**src/rtl/object_scheduler_if.sv**
```systemverilog
// Buffer-side and rasterizer-side handshake bundle for object_scheduler.
// master = scheduler; slave = buffer port b plus rasterizer front end.
interface object_scheduler_if;

    typedef struct packed {
        logic [15:0] x0;
        logic [15:0] y0;
        logic [15:0] x1;
        logic [15:0] y1;
        logic [15:0] x2;
        logic [15:0] y2;
        logic [23:0] color;
    } object_t;

    object_t buf_data;
    logic    buf_read_end;
    logic    buf_empty;
    logic    buf_read;
    logic    buf_switch;
    logic    obj_valid;
    object_t obj;
    logic    obj_ready;
    logic    raster_idle;

    modport master (
        input  buf_data, buf_read_end, buf_empty, obj_ready, raster_idle,
        output buf_read, buf_switch, obj_valid, obj
    );

    modport slave (
        output buf_data, buf_read_end, buf_empty, obj_ready, raster_idle,
        input  buf_read, buf_switch, obj_valid, obj
    );

endinterface

```
**src/rtl/object_scheduler.sv**
```systemverilog
// Per-frame sequencer: rewinds the object buffer, then issues each object to the rasterizer.
// Optional ready-wait watchdog enabled by defining SCHED_TIMEOUT_EN.
module object_scheduler #(
    parameter int unsigned MAX_OBJECTS    = 50,
    parameter int unsigned TIMEOUT_CYCLES = 1024
) (
    input  logic                               clock,
    input  logic                               reset,
    input  logic                               frame_start,
    object_scheduler_if.master                 bus,
    output logic                               frame_done,
    output logic                               busy,
    output logic [$clog2(MAX_OBJECTS + 1)-1:0] obj_count,
    output logic                               overrun,
    output logic                               timeout
);

    localparam int unsigned CountWidth = $clog2(MAX_OBJECTS + 1);
    localparam logic [CountWidth-1:0] CountLast = CountWidth'(MAX_OBJECTS - 1);
    localparam logic [CountWidth-1:0] CountMax  = CountWidth'(MAX_OBJECTS);

    localparam logic [2:0] StIdle    = 3'd0;
    localparam logic [2:0] StSwitch  = 3'd1;
    localparam logic [2:0] StFetch   = 3'd2;
    localparam logic [2:0] StIssue   = 3'd3;
    localparam logic [2:0] StAdvance = 3'd4;
    localparam logic [2:0] StGap     = 3'd5;
    localparam logic [2:0] StDrain   = 3'd6;

    if (MAX_OBJECTS < 1 || TIMEOUT_CYCLES < 1) begin : g_bad_params
        $error("object_scheduler: MAX_OBJECTS and TIMEOUT_CYCLES must be nonzero");
    end

    logic [2:0] state_q, state_d;
    logic       last_q;
    logic       handshake;
    logic       drop;
    logic       start;

    assign busy           = (state_q != StIdle);
    assign bus.buf_switch = (state_q == StSwitch);
    assign bus.obj_valid  = (state_q == StIssue);
    assign bus.buf_read   = (state_q == StAdvance);

    assign handshake = (state_q == StIssue) && bus.obj_ready;
    // A start request coinciding with frame_done is treated as an overrun, not a new frame.
    assign start     = (state_q == StIdle) && frame_start && !frame_done;

    always_comb begin
        state_d = state_q;
        case (state_q)
            StIdle:    if (start) state_d = StSwitch;
            StSwitch:  state_d = bus.buf_empty ? StDrain : StFetch;
            StFetch:   state_d = StIssue;
            StIssue:   if (handshake || drop) state_d = last_q ? StDrain : StAdvance;
            StAdvance: state_d = StGap;
            StGap:     state_d = StFetch;
            StDrain:   if (bus.raster_idle) state_d = StIdle;
            default:   state_d = StIdle;
        endcase
    end

    always_ff @(posedge clock or posedge reset) begin
        if (reset) begin
            state_q    <= StIdle;
            bus.obj    <= '0;
            last_q     <= 1'b0;
            obj_count  <= '0;
            overrun    <= 1'b0;
            frame_done <= 1'b0;
        end else begin
            state_q    <= state_d;
            frame_done <= (state_q == StDrain) && bus.raster_idle;
            if (frame_start && (busy || frame_done)) overrun <= 1'b1;
            if (start) begin
                obj_count <= '0;
            end else if (handshake && obj_count != CountMax) begin
                obj_count <= obj_count + 1'b1;
            end
            if (state_q == StFetch) begin
                bus.obj <= bus.buf_data;
                // The cap forces termination even if the buffer never flags its last entry.
                last_q  <= bus.buf_read_end || (obj_count == CountLast);
            end
        end
    end

`ifdef SCHED_TIMEOUT_EN
    localparam int unsigned WaitWidth = $clog2(TIMEOUT_CYCLES + 1);
    localparam logic [WaitWidth-1:0] WaitLast = WaitWidth'(TIMEOUT_CYCLES - 1);

    logic [WaitWidth-1:0] wait_q;

    assign drop = (state_q == StIssue) && !bus.obj_ready && (wait_q == WaitLast);

    always_ff @(posedge clock or posedge reset) begin
        if (reset) begin
            wait_q  <= '0;
            timeout <= 1'b0;
        end else begin
            if (state_q == StFetch) begin
                wait_q <= '0;
            end else if ((state_q == StIssue) && !bus.obj_ready) begin
                wait_q <= wait_q + 1'b1;
            end
            if (drop) timeout <= 1'b1;
        end
    end
`else
    assign drop    = 1'b0;
    assign timeout = 1'b0;
`endif

endmodule

```
**src/flat_wrapper.sv**
```systemverilog
// flat-port wrapper written by rule: the top's interface ports become plain ports
module object_scheduler_flat 
#(
    parameter int unsigned MAX_OBJECTS    = 50,
    parameter int unsigned TIMEOUT_CYCLES = 1024
)
  (clock, reset, frame_start, frame_done, busy, obj_count, overrun, timeout, bus_buf_data, bus_buf_read_end, bus_buf_empty, bus_obj_ready, bus_raster_idle, bus_buf_read, bus_buf_switch, bus_obj_valid, bus_obj);
  object_scheduler_if bus_i ();
  input  logic clock;
  input  logic reset;
  input  logic frame_start;
  output logic frame_done;
  output logic busy;
  output logic [$clog2(MAX_OBJECTS + 1)-1:0] obj_count;
  output logic overrun;
  output logic timeout;
  input wire logic [$bits(bus_i.buf_data)-1:0] bus_buf_data;
  input wire logic [$bits(bus_i.buf_read_end)-1:0] bus_buf_read_end;
  input wire logic [$bits(bus_i.buf_empty)-1:0] bus_buf_empty;
  input wire logic [$bits(bus_i.obj_ready)-1:0] bus_obj_ready;
  input wire logic [$bits(bus_i.raster_idle)-1:0] bus_raster_idle;
  output wire logic [$bits(bus_i.buf_read)-1:0] bus_buf_read;
  output wire logic [$bits(bus_i.buf_switch)-1:0] bus_buf_switch;
  output wire logic [$bits(bus_i.obj_valid)-1:0] bus_obj_valid;
  output wire logic [$bits(bus_i.obj)-1:0] bus_obj;
  assign bus_i.buf_data = bus_buf_data;
  assign bus_i.buf_read_end = bus_buf_read_end;
  assign bus_i.buf_empty = bus_buf_empty;
  assign bus_i.obj_ready = bus_obj_ready;
  assign bus_i.raster_idle = bus_raster_idle;
  assign bus_buf_read = bus_i.buf_read;
  assign bus_buf_switch = bus_i.buf_switch;
  assign bus_obj_valid = bus_i.obj_valid;
  assign bus_obj = bus_i.obj;
  object_scheduler #(.MAX_OBJECTS(MAX_OBJECTS), .TIMEOUT_CYCLES(TIMEOUT_CYCLES)) u_core (.clock(clock), .reset(reset), .frame_start(frame_start), .bus(bus_i), .frame_done(frame_done), .busy(busy), .obj_count(obj_count), .overrun(overrun), .timeout(timeout));
endmodule
```
**config.mk**
```make
export PLATFORM = sky130hd
export DESIGN_NAME = object_scheduler_flat
export DESIGN_NICKNAME = d
export VERILOG_FILES = /design/src/rtl/object_scheduler_if.sv /design/src/rtl/object_scheduler.sv /design/src/flat_wrapper.sv
export SDC_FILE = /design/constraint.sdc
export NUM_CORES = 1
export LEC_CHECK = 0
export ABC_AREA = 1
export CAP_MARGIN = 5
export CELL_PAD_IN_SITES_DETAIL_PLACEMENT = 1
export CELL_PAD_IN_SITES_GLOBAL_PLACEMENT = 2
export CORE_ASPECT_RATIO = 0.8
export CORE_MARGIN = 2
export CORE_UTILIZATION = 20
export DETAILED_ROUTE_END_ITERATION = 6
export HOLD_SLACK_MARGIN = 0.15
export PLACE_DENSITY = 0.74
export SYNTH_ARGS = -nofsm -noshare
export SYNTH_HDL_FRONTEND = slang
export SYNTH_SLANG_ARGS = --single-unit
export TNS_END_PERCENT = 100
```
**constraint.sdc**
```tcl
create_clock -name clock -period 3.8 [get_ports clock]
set_input_delay 0.38 -clock clock [delete_from_list [all_inputs] [get_ports clock]]
set_output_delay 0.38 -clock clock [all_outputs]
set_load 0.005 [all_outputs]
```
==> metrics <==
total of max-cap violations 0; Post-DP Area 8190 um^2; worst r2r src u_core.state_q[2]$_DFFE_PP0P_; Ports 260; Setup violations, final 0; die width 187 um; syn nets 740; Total Routing Usage GR 0.130; Slew @ Worst Pin 0.865 ns; worst-case clock buffer depth 2; DP HPWL 12.5 mm; row cnt 53; VDD IR max slightly above 400 uV; worst reg2reg setup slack 1.98 ns; CTS tree yes; Yosys reg bits 132; Final Hold Fails 0; Layout fillers between 3,000 and 4,000; Max Clock Freq around 450 MHz; htree depth 4; vias in the first global route 5,105; number of gates resized after cts 0; Port Buffers 258; Req. time, crit path 3.42 ns; cells on worst reg2reg path 7; Crit. Startpoint u_core.state_q[0]$_DFFE_PP0P_; Clk Latency, worst-skew pair 0.41 ns; Syn Area/Cell 8.76 um^2; crit path capture bus_buf_read; drt pass-1 iters 4; RSZ-0062 raised after global routing no; Worst EP arrival 1.83 ns; Hold Crit Class in -> async; Design Power ~7.3 mW; power density over the cells 823 nW/um^2; post-synthesis instance total 610; share of layout cells above drive strength 1 0.0458; Setup TNS 0 ns; Yosys warning total 0; die area between 20,000 and 30,000 um^2; WL final 17.9 mm; area delta synth->final 65.2%; nets 991; share of the yosys chip area belonging to registers 0.618; RD Place Congestion 0.724; fin area 8820 um^2; Reg2Reg Capture Point u_core.bus.obj[4]$_DFFE_PP0P_; status completed; Post-CTS Hold Fix Bufs 0; antenna violations before repair 0; Setup Fix Bufs, Post-CTS 0; drc violations 0; # diodes 0; first-pass GRT wire length ~28 mm; Clk pin slew, worst setup/hold paths approximately 0.060 ns; Core Footprint around 26,000 um^2; CTS root buffer clkbuf_16; largest net degree at the start of global routing 70; routed len/inst 14.6 um; Initial Util 0.203; kind of critical path reg -> out; Antenna Nets Post-Route 0; final clock period utilization by the worst path 0.583; vias per std cell a little under 4; Post-Synthesis Cell Area 5340 um^2; Critical Path Sink Type output port; Final Skew about 0.0065 ns; via count roughly 4,800; Synth cell types 24; Die Y-Extent 150 um; TritonCTS Buffers 17; initial DRC count 176; post-layout min period 2.21 ns; pins over their slew limit 0; critical path peak fanout 8; Lkg Pwr between 4 and 5 nW; clock sink count 132; Slew headroom 0.424; CP startpoint kind register; GRT Residual Overflow 0
==> cells in the final DEF, fill, tap and decap left out, drive strengths merged, types with 3 or more instances in the layout <==
cell type,n
clkinvlp,3
buf,5
bufinv,4
clkbuf,23
ha,3
nand4,7
inv,16
clkinv,3
nand3,16
clkdlybuf4s50,258
nor2,12
dfrtp,132
nand2,378
==> sequential cells by signal, summed over array words and instances (netlist names) <==
| signal | count |
|---|---|
| u_core.frame_done | 1 |
| u_core.obj_count | 6 |
| u_core.last_q | 1 |
| u_core.overrun | 1 |
| u_core.state_q | 3 |
| u_core.bus.obj | 120 |
==> cell families after synthesis <==
| group | after synthesis | share of synthesized area |
|---|---|---|
| compound gates | 11 | 0.0134 |
| xor+xnor | 1 | 0.00164 |
| fa+ha+maj | 3 | 0.00703 |
| buf+inv | 48 | 0.0579 |
| flops | 132 | 0.618 |
| other cells | 1 | 0.000702 |
| simple gates | 414 | 0.301 |
==> Yosys cell counts (all sizes together) <==
cell,n,share of area
buf,31,0.046
a21oi,2,0.0019
nor3,1,0.00094
o211ai,2,0.0028
ha,3,0.0070
a21boi,1,0.0014
conb,1,0.00070
o21ai,2,0.0019
inv,17,0.012
o21bai,2,0.0028
dfrtp,132,0.62
nor2,12,0.0098
o22ai,1,0.0012
nand4,7,0.0082
nand3,16,0.016
a22oi,1,0.0014
xor2,1,0.0016
nand2,378,0.27
==> metrics by stage <==
stage,cells,setup slack (ns),utilization,hold slack [ns]
after global routing,1231,1.44,0.336,0.441
after detailed placement,1199,1.98,0.312,0.457
after CTS,1231,1.56,0.336,0.432
final,1231,1.59,0.336,0.413
after global placement,1199,2.02,0.312,0.453
after floorplan,610,1.78,-,0.465
==> routing by layer <==
layer	part of all wire	up-vias	routed length, um	track usage
li1	-	2352	-	-
met1	0.47	2261	8440	0.168
met2	0.44	164	7850	0.197
met3	0.081	10	1450	0.0555
met4	0.0099	0	177	0.0373
met5	0	-	0	0
==> where the power goes <==
group          internal [mW]  switching, mW  leakage [nW]  total [mW]
clock                   1.15          0.634         0.303        1.78
sequential              2.07          0.384          1.64        2.46
combinational           1.60           1.42          2.28        3.02
==> critical path, cell delays in order, from the launching register on <==
cell and delay [ns]:
dfrtp_1 0.47, nor2_1 0.26, nand2_1 0.11, inv_1 0.08
clkdlybuf4s50_1 0.51
==> worst min-delay path by stage <==
stage	to	startpoint	cells after the start
6_report	u_core.bus.obj[42]$_DFFE_PP0P_	reset	3
5_1_grt	u_core.bus.obj[42]$_DFFE_PP0P_	reset	3
4_1_cts	u_core.bus.obj[10]$_DFFE_PP0P_	reset	3
3_5_place_dp	u_core.bus.obj[118]$_DFFE_PP0P_	u_core.bus.obj[118]$_DFFE_PP0P_	2
3_3_place_gp	u_core.bus.obj[119]$_DFFE_PP0P_	u_core.bus.obj[119]$_DFFE_PP0P_	2
2_1_floorplan	u_core.bus.obj[0]$_DFFE_PP0P_	u_core.bus.obj[0]$_DFFE_PP0P_	2
==> area by class of cell <==
cell class,instances,area (um^2),area share
multi-input combinational,430,1730,0.196
sequential,132,3300,0.374
inverter,17,70.1,0.00794
tap,357,447,0.0506
clock buffer,23,478,0.0542
clock inverter,9,150,0.0170
timing repair buffer,263,2650,0.300
(Power assumes the default switching activity.)
